==> config.mk <==
export PLATFORM = sky130hd
export DESIGN_NAME = lcd_refresh_ctrl
export DESIGN_NICKNAME = d
export VERILOG_FILES = /design/src/rtl/lcd_refresh_ctrl.sv
export SDC_FILE = /design/constraint.sdc
export NUM_CORES = 1
export LEC_CHECK = 0
export ABC_AREA = 1
export CAP_MARGIN = 25
export CORE_MARGIN = 2
export CORE_UTILIZATION = 45
export CTS_CLUSTER_DIAMETER = 60
export DETAILED_ROUTE_END_ITERATION = 12
export REMOVE_ABC_BUFFERS = 1
export SYNTH_ARGS = -nofsm -noshare
export SYNTH_HDL_FRONTEND = slang
export SYNTH_SLANG_ARGS = --single-unit
==> constraint.sdc <==
create_clock -name clk -period 2.14 [get_ports clk]
set_clock_uncertainty 0.2 [all_clocks]
set_input_delay 0.535 -clock clk [delete_from_list [all_inputs] [get_ports clk]]
set_output_delay 0.535 -clock clk [all_outputs]
set_load 0.02 [all_outputs]
==> src/rtl/lcd_refresh_ctrl.sv <==
// HD44780 16x2 LCD driver: power-up wait, 5-command init, then endless refresh of both lines.
// All outputs are registered; every byte is LOAD, SETUP, EN_HI, HOLD, WAIT timed purely by counters.
module lcd_refresh_ctrl #(
  parameter int POWERUP_CYC    = 1_000_000,
  parameter int EN_HIGH_CYC    = 12,
  parameter int CMD_WAIT_CYC   = 2_500,
  parameter int CLEAR_WAIT_CYC = 100_000
) (
  input  logic       clk,
  input  logic       reset_n,
  input  logic [7:0] char_in,
  output logic [4:0] index,
  output logic [7:0] lcd_data,
  output logic       lcd_rs,
  output logic       lcd_rw,
  output logic       lcd_en,
  output logic       lcd_on,
  output logic       lcd_blon,
  output logic       frame_done
);

  localparam int MAX_AB  = (POWERUP_CYC > CLEAR_WAIT_CYC) ? POWERUP_CYC : CLEAR_WAIT_CYC;
  localparam int MAX_CD  = (EN_HIGH_CYC > CMD_WAIT_CYC) ? EN_HIGH_CYC : CMD_WAIT_CYC;
  localparam int MAX_CYC = (MAX_AB > MAX_CD) ? MAX_AB : MAX_CD;
  localparam int CW      = $clog2(MAX_CYC + 1);

  typedef enum logic [2:0] {PWRUP, INIT, ADDR1, CHARS1, ADDR2, CHARS2} phase_t;
  typedef enum logic [2:0] {LOAD, SETUP, EN_HI, HOLD, WAIT} step_t;

  phase_t      phase_q, phase_d;
  step_t       step_q, step_d;
  logic [CW-1:0] cnt_q, cnt_d;
  logic [3:0]  item_q, item_d;
  logic [4:0]  index_q, index_d;
  logic [7:0]  lcd_data_q, lcd_data_d;
  logic        lcd_rs_q, lcd_rs_d;
  logic        lcd_en_q, lcd_en_d;
  logic        lcd_on_q, lcd_on_d;
  logic        frame_done_q, frame_done_d;

  logic [7:0]    mapped_char;
  logic [7:0]    init_cmd;
  logic [CW-1:0] wait_last;

  // Raw nibble values from the table become printable hex digits.
  always_comb begin
    if (char_in < 8'h0A)      mapped_char = char_in + 8'h30;
    else if (char_in < 8'h10) mapped_char = char_in + 8'h37;
    else                      mapped_char = char_in;
  end

  always_comb begin
    case (item_q)
      4'd0, 4'd1: init_cmd = 8'h38;
      4'd2:       init_cmd = 8'h0C;
      4'd3:       init_cmd = 8'h01;
      default:    init_cmd = 8'h06;
    endcase
  end

  // The clear command needs the long settle time; everything else the short one.
  assign wait_last = (!lcd_rs_q && lcd_data_q == 8'h01) ? CW'(CLEAR_WAIT_CYC - 1)
                                                        : CW'(CMD_WAIT_CYC - 1);

  always_comb begin
    phase_d      = phase_q;
    step_d       = step_q;
    cnt_d        = cnt_q;
    item_d       = item_q;
    index_d      = index_q;
    lcd_data_d   = lcd_data_q;
    lcd_rs_d     = lcd_rs_q;
    lcd_en_d     = 1'b0;
    lcd_on_d     = 1'b1;
    frame_done_d = 1'b0;
    if (phase_q == PWRUP) begin
      if (cnt_q == CW'(POWERUP_CYC - 1)) begin
        phase_d = INIT;
        step_d  = LOAD;
        item_d  = 4'd0;
        cnt_d   = '0;
      end else begin
        cnt_d = cnt_q + 1'b1;
      end
    end else begin
      case (step_q)
        LOAD: begin
          step_d = SETUP;
          case (phase_q)
            INIT:    begin lcd_data_d = init_cmd;    lcd_rs_d = 1'b0; end
            ADDR1:   begin lcd_data_d = 8'h80;       lcd_rs_d = 1'b0; end
            ADDR2:   begin lcd_data_d = 8'hC0;       lcd_rs_d = 1'b0; end
            default: begin lcd_data_d = mapped_char; lcd_rs_d = 1'b1; end
          endcase
        end
        SETUP: begin
          step_d   = EN_HI;
          lcd_en_d = 1'b1;
          cnt_d    = '0;
        end
        EN_HI: begin
          if (cnt_q == CW'(EN_HIGH_CYC - 1)) begin
            step_d = HOLD;
            cnt_d  = '0;
          end else begin
            lcd_en_d = 1'b1;
            cnt_d    = cnt_q + 1'b1;
          end
        end
        HOLD: begin
          step_d = WAIT;
          cnt_d  = '0;
        end
        default: begin
          if (cnt_q == wait_last) begin
            step_d = LOAD;
            cnt_d  = '0;
            item_d = item_q + 4'd1;
            case (phase_q)
              INIT: if (item_q == 4'd4) begin phase_d = ADDR1; item_d = 4'd0; end
              ADDR1: begin phase_d = CHARS1; item_d = 4'd0; index_d = 5'h00; end
              CHARS1: begin
                if (item_q == 4'd15) begin phase_d = ADDR2; item_d = 4'd0; end
                else index_d = index_q + 5'd1;
              end
              ADDR2: begin phase_d = CHARS2; item_d = 4'd0; index_d = 5'h10; end
              default: begin
                if (item_q == 4'd15) begin
                  phase_d      = ADDR1;
                  item_d       = 4'd0;
                  frame_done_d = 1'b1;
                end else begin
                  index_d = index_q + 5'd1;
                end
              end
            endcase
          end else begin
            cnt_d = cnt_q + 1'b1;
          end
        end
      endcase
    end
  end

  always_ff @(posedge clk or negedge reset_n) begin
    if (!reset_n) begin
      phase_q      <= PWRUP;
      step_q       <= LOAD;
      cnt_q        <= '0;
      item_q       <= 4'd0;
      index_q      <= 5'd0;
      lcd_data_q   <= 8'h00;
      lcd_rs_q     <= 1'b0;
      lcd_en_q     <= 1'b0;
      lcd_on_q     <= 1'b0;
      frame_done_q <= 1'b0;
    end else begin
      phase_q      <= phase_d;
      step_q       <= step_d;
      cnt_q        <= cnt_d;
      item_q       <= item_d;
      index_q      <= index_d;
      lcd_data_q   <= lcd_data_d;
      lcd_rs_q     <= lcd_rs_d;
      lcd_en_q     <= lcd_en_d;
      lcd_on_q     <= lcd_on_d;
      frame_done_q <= frame_done_d;
    end
  end

  assign index      = index_q;
  assign lcd_data   = lcd_data_q;
  assign lcd_rs     = lcd_rs_q;
  assign lcd_rw     = 1'b0;
  assign lcd_en     = lcd_en_q;
  assign lcd_on     = lcd_on_q;
  assign lcd_blon   = lcd_on_q;
  assign frame_done = frame_done_q;

endmodule
# ---- Yosys cells after proc, flatten, opt, wreduce, memory -nomap -nowiden
# Cells that the tools add are included.
dict set report totals {
  n_memories 0
  inputBits 10
  latch_bits 0
  ff_bits 47
  word_cells 103
  out_inout_bits 19
  mem_bits_ro 0
  ram_bits 0
}
dict set report op_classes {
  n_bitwise 3
  reduce_logical 19
  shifts 0
  mul 0
  eq_ne 23
  div_mod_pow 0
  muxes 41
  order_cmp 2
  n_addsub 5
}
# cell n
set ops {}
lappend ops {{20-bit 2-to-1 mux} 4}
lappend ops {{20-bit case mux with 3 select lines} 1}
lappend ops {{3-bit 2-to-1 mux} 11}
lappend ops {{4-bit 2-to-1 mux} 6}
lappend ops {{3-bit case mux with 4 select lines} 2}
lappend ops {{8-bit case mux with 3 select lines} 1}
lappend ops {{20-bit by 1-bit adder with 20-bit output (second input constant)} 1}
lappend ops {{20-bit by 17-bit equality test with 1-bit output} 1}
lappend ops {{20-bit equality test (second input constant)} 1}
lappend ops {{20-bit by 4-bit equality test with 1-bit output (second input constant)} 1}
lappend ops {{6-bit case mux with 3 select lines} 1}
lappend ops {{17-bit 2-to-1 mux} 1}
lappend ops {{8-bit by 6-bit adder with 8-bit output (second input constant)} 2}
lappend ops {{8-bit 2-to-1 mux} 2}
lappend ops {{5-bit case mux with 3 select lines} 1}
lappend ops {{3-bit by 2-bit equality test with 1-bit output (second input constant)} 4}
lappend ops {{3-bit inequality test (second input constant)} 3}
lappend ops {{4-bit by 2-bit equality test with 1-bit output (second input constant)} 2}
lappend ops {{8-bit by 1-bit equality test with 1-bit output (second input constant)} 1}
lappend ops {{8-bit by 4-bit < comparator with 1-bit output (second input constant)} 1}
lappend ops {{8-bit by 5-bit < comparator with 1-bit output (second input constant)} 1}
lappend ops {{1-bit 2-to-1 mux} 8}
lappend ops {{4-bit case mux with 2 select lines} 1}
lappend ops {{4-bit OR reduction} 2}
lappend ops {{other kinds (26)} 34}

# ---- Logic depth before layout (Yosys ltp)
dict set report depth {
  word_depth 7
  depth_mapped 15
  ltp_nobuf 15
}

# ---- Least setup slack after synthesis
# OpenSTA, ideal clock, no wires.
dict set report synth_path {
  kind {reg-to-reg}
  from {register cnt_q[0]}
  to {register cnt_q[6]}
  path_buffers 1
  t_required_ns 1.828
  setup_slack_ns 0.263
  period_less_slack_ns 1.877
  arrival_time_ns 1.566
  path_stages_with_launch 12
  setup_ns 0.112
  path_cell_list {dfrtp_1 ha_1 nand2_1 nor2_1 nand3_1 nor2_2 nand3_4 o21ai_4 nand3_4 buf_6 nand3_2 inv_2}
}
dict set report synth_via {
  elab_chain_len 4
  elab_cells_between_ends 9
  classes_between {add/sub (1); eq/ne (3); mux (5)}
}
# element line
set synth_lines {}
lappend synth_lines {{from (decl)} 32} ;# logic [CW-1:0] cnt_q, cnt_d;
lappend synth_lines {{from (signal assigned)} 160} ;# cnt_q <= cnt_d;
lappend synth_lines {{20-bit by 1-bit adder with 20-bit output, or another cell as far along} {83, 107, 138}}
lappend synth_lines {{20-bit 2-to-1 mux (on tied branches)} {115, 102}}
lappend synth_lines {{20-bit case mux with 3 select lines} 86} ;# case (step_q)
lappend synth_lines {{20-bit 2-to-1 mux (*)} 76} ;# if (phase_q == PWRUP) begin
# Mark *: on every way between the ends. The rest lies on a longest branch, timed or not.
# A chain may end at the register's enable or synchronous reset.

# ---- Final worst setup path
dict set report layout_path {
  from {register lcd_data_q[7], in the netlist lcd_data[7]}
  to {output lcd_data[7]}
}
# element line
set layout_rtl {}
lappend layout_rtl {{from (decl)} 35} ;# logic [7:0] lcd_data_q, lcd_data_d;
lappend layout_rtl {{from (signal assigned)} 163} ;# lcd_data_q <= lcd_data_d;
lappend layout_rtl {{to (decl)} 13} ;# output logic [7:0] lcd_data,
# No word-level cell between the ends.

==> reports/metrics.json <==
{
  "run_status": {"value": "complete, no violations"},
  "cpPeakStageDelay": {"value": 0.62, "unit": "ns"},
  "hpwl": {"value": 5340, "unit": "microns"},
  "rrSetupSlack": {"value": 0.12, "unit": "ns"},
  "critical_path_depth": {"value": 1},
  "synth_largest_area_cell": {"value": "sky130_fd_sc_hd__dfrtp_1"},
  "grt_remaining_overflow": {"value": 0},
  "count_of_antenna_violating_nets_left_after_detailed_routing": {"value": 0},
  "route.detailed.drc": {"value": 0},
  "crit_path_end": {"value": "lcd_data[7]"},
  "asyncSetResetFlopFracSynth": {"value": 1.00},
  "critical_path.endpoint_type": {"value": "output port"},
  "worst_ep_arrival_time": {"value": 1.33, "unit": "ns"},
  "drv_slew": {"value": 0},
  "worst-path-buf-inv": {"value": 1},
  "critical_path.reg2reg.startpoint": {"value": "cnt_q[3]"},
  "antenna_cells_inserted": {"value": 0},
  "groute.layer.met1.usage": {"value": 0.295},
  "setup_viol": {"value": 0},
  "required": {"value": 1.40, "unit": "ns"},
  "grt_pass1_wl": {"value": 12100, "unit": "microns"},
  "holdCritPathClass": {"value": "reg -> reg"},
  "routed_wirelength": {"value": 7120, "unit": "microns"},
  "grt_use_met3": {"value": 0.0339},
  "placement.cell_area": {"value": 3630, "unit": "sq um"},
  "route.detailed.wl_per_inst": {"value": 12.5, "unit": "microns"},
  "top_usage_layer": {"value": "met2"},
  "ys_seq_elements": {"value": 47},
  "filler_cell_count": {"value": 683},
  "power-per-cell-area": {"value": 424, "unit": "nW/um^2"},
  "ctsLongestPathBuffers": {"value": 2},
  "tritoncts_num_sinks": {"value": 47},
  "grt_util_met2": {"value": 0.299},
  "grt_pass1_vias": {"value": 2625},
  "worst_path_max_delay_cell": {"value": "sky130_fd_sc_hd__clkdlybuf4s50_1"},
  "clk_latency": {"value": 0.30, "unit": "ns"},
  "synthesis.instances": {"value": 428},
  "tritoncts.num_buffers": {"value": 5},
  "grt_usage": {"value": 0.200},
  "initial_core_util": {"value": 0.466},
  "area_growth": {"value": 19.9, "unit": "%"},
  "synth_top_area_share": {"value": 0.370},
  "syn_area_per_cell": {"value": 7.43, "unit": "sq um"},
  "cts.clk_slew.worst_paths": {"value": 0.09, "unit": "ns"},
  "cts_max_level": {"value": 2},
  "num_rows": {"value": 30},
  "post_route_cells_drive_above_1_share": {"value": 0.199},
  "power.leakage": {"value": 1.83, "unit": "nW"},
  "synth_commonest_cells": {"value": "sky130_fd_sc_hd__nand2_1, sky130_fd_sc_hd__inv_1, sky130_fd_sc_hd__dfrtp_1, sky130_fd_sc_hd__nor2_1, sky130_fd_sc_hd__nand3_1"},
  "design.die.area": {"value": 7760, "unit": "sq um"},
  "die_w": {"value": 88.1, "unit": "microns"},
  "synth-warning-count": {"value": 0},
  "tritoncts": {"value": "done"},
  "cts-root-buf": {"value": "sky130_fd_sc_hd__clkbuf_8"},
  "grt_antenna_before_repair": {"value": 0},
  "drt_pre_antenna_iters": {"value": 5},
  "synthesis.area": {"value": 3180, "unit": "sq um"},
  "core_region_area": {"value": 6830, "unit": "sq um"},
  "grt_start_max_net_pins": {"value": 48},
  "setup_ws": {"value": 0.0756, "unit": "ns"},
  "r2r-end": {"value": "cnt_q[14]"},
  "final_cycle_utilization_of_the_critical_path": {"value": 0.965},
  "synth_enable_flop_cells": {"value": 0},
  "portBuffers": {"value": 27},
  "synth_area_leaders": {"value": "sky130_fd_sc_hd__dfrtp_1, sky130_fd_sc_hd__nand2_1, sky130_fd_sc_hd__inv_1, sky130_fd_sc_hd__nor2_1, sky130_fd_sc_hd__nand3_1"},
  "setup.worst_path.start_class": {"value": "register"},
  "crit_path_max_fanout": {"value": 3},
  "sequential_fraction_of_the_synthesis_area": {"value": 0.370},
  "yosysMostFrequentCell": {"value": "sky130_fd_sc_hd__nand2_1"},
  "fp.dieH": {"value": 88.1, "unit": "microns"},
  "max_freq": {"value": 484, "unit": "MHz"},
  "io_pins": {"value": 29},
  "final.min_clock_period": {"value": 2.06, "unit": "ns"},
  "critPathTopFamily": {"value": "buffers and inverters"},
  "via_per_inst": {"value": 4.97},
  "report.power.total": {"value": 1.62, "unit": "mW"},
  "dp_worst_setup_slack": {"value": -0.130, "unit": "ns"},
  "cap_violations": {"value": 0},
  "cells_traversed_along_the_worst_timing_path": {"value": "clkdlybuf4s50_1"},
  "place.gp.congestion": {"value": 0.867},
  "max-vdd-ir-drop": {"value": 235, "unit": "uV"},
  "criticalPathCategory": {"value": "reg -> out"},
  "synth_cell_type_count": {"value": 45},
  "dr_total_vias": {"value": 2827},
  "post-route-cell-area": {"value": 3810, "unit": "sq um"},
  "detailedRoute.firstIterationViolations": {"value": 167},
  "startpoint": {"value": "lcd_data[7]"},
  "synth_top_flop_cell": {"value": "sky130_fd_sc_hd__dfrtp_1"},
  "worst_r2r_path_depth": {"value": 12},
  "hold_viol": {"value": 0},
  "nNetsFinal": {"value": 491}
}
==> per-layer routing <==
metal | share of wire | routed length, microns
met1 | 0.51 | 3660
met2 | 0.44 | 3100
met3 | 0.033 | 238
met4 | 0.017 | 118
met5 | 0 | 0
==> worst min-delay path by stage <==
stage / from / to / cells after the start
floorplan: reset_n / cnt_q[0] / 0
global placement: step_q[2] / step_q[2] / 2
detailed placement: step_q[2] / step_q[2] / 2
CTS: reset_n / cnt_q[8] / 2
global route: step_q[2] / step_q[2] / 2
finish: lcd_data[0] / lcd_data[0] / 2
==> cells in the final DEF (no fill, tap or decap), drive strengths merged, types with 11 or more instances in the layout <==
master / Yosys / layout
dfrtp: 47 / 47
nor2: 55 / 55
nand3: 46 / 46
nor3: 11 / 11
nand2: 101 / 101
clkdlybuf4s50: 0 / 25
o21ai: 32 / 32
buf: 5 / 17
nand4: 11 / 11
inv: 77 / 77
==> stage by stage <==
stage | std cells | hold WS, ns | util | setup TNS (ns)
3_3_place_gp | 558 | 0.310 | 0.532 | -0.277
5_1_grt | 569 | 0.365 | 0.558 | -0.0167
4_1_cts | 565 | 0.00835 | 0.547 | 0
2_1_floorplan | 422 | 0.0394 | - | 0
3_5_place_dp | 558 | 0.320 | 0.532 | -0.347
6_report | 569 | 0.334 | 0.558 | 0
==> flip-flops by register name, indices dropped and copies added, names as in the netlist <==
register / flops
cnt_q: 20
lcd_data: 8
index: 5
item_q: 4
phase_q: 3
step_q: 3
frame_done: 1
lcd_blon: 1
lcd_en: 1
lcd_rs: 1
==> area by class of cell <==
class                   count  area [sq um]  area share
multi-input cells         296          1680       0.441
flip-flops and latches     47          1180       0.309
repair buffers             44           427       0.112
inverters                  79           300      0.0787
well taps                  96           120      0.0315
clock buffers               5          68.8      0.0180
clock inverters             2          37.5     0.00984
==> report_power, final <==
group,internal [mW],total [mW],leakage [nW],switching [mW]
sequential,0.888,0.889,0.595,0.000406
clock,0.342,0.653,0.0502,0.311
combinational,0.0365,0.0756,1.19,0.0391
==> repair_timing <==
action                                 CTS  global route
setup endpoints to repair                0            25
buffers inserted                         0             3
endpoints found under the hold margin    0             2
gates resized for setup                  0            10
hold buffers                             0             1
==> logic make-up after synthesis <==
logic type / Yosys count / synth area share
buf+inv: 85 / 0.109
fa+ha+maj: 8 / 0.0315
simple gates: 227 / 0.372
flops: 47 / 0.370
compound gates: 53 / 0.0995
other cells: 2 / 0.00236
xor+xnor: 6 / 0.0165
Note: power is estimated with default switching activity, not from simulation.
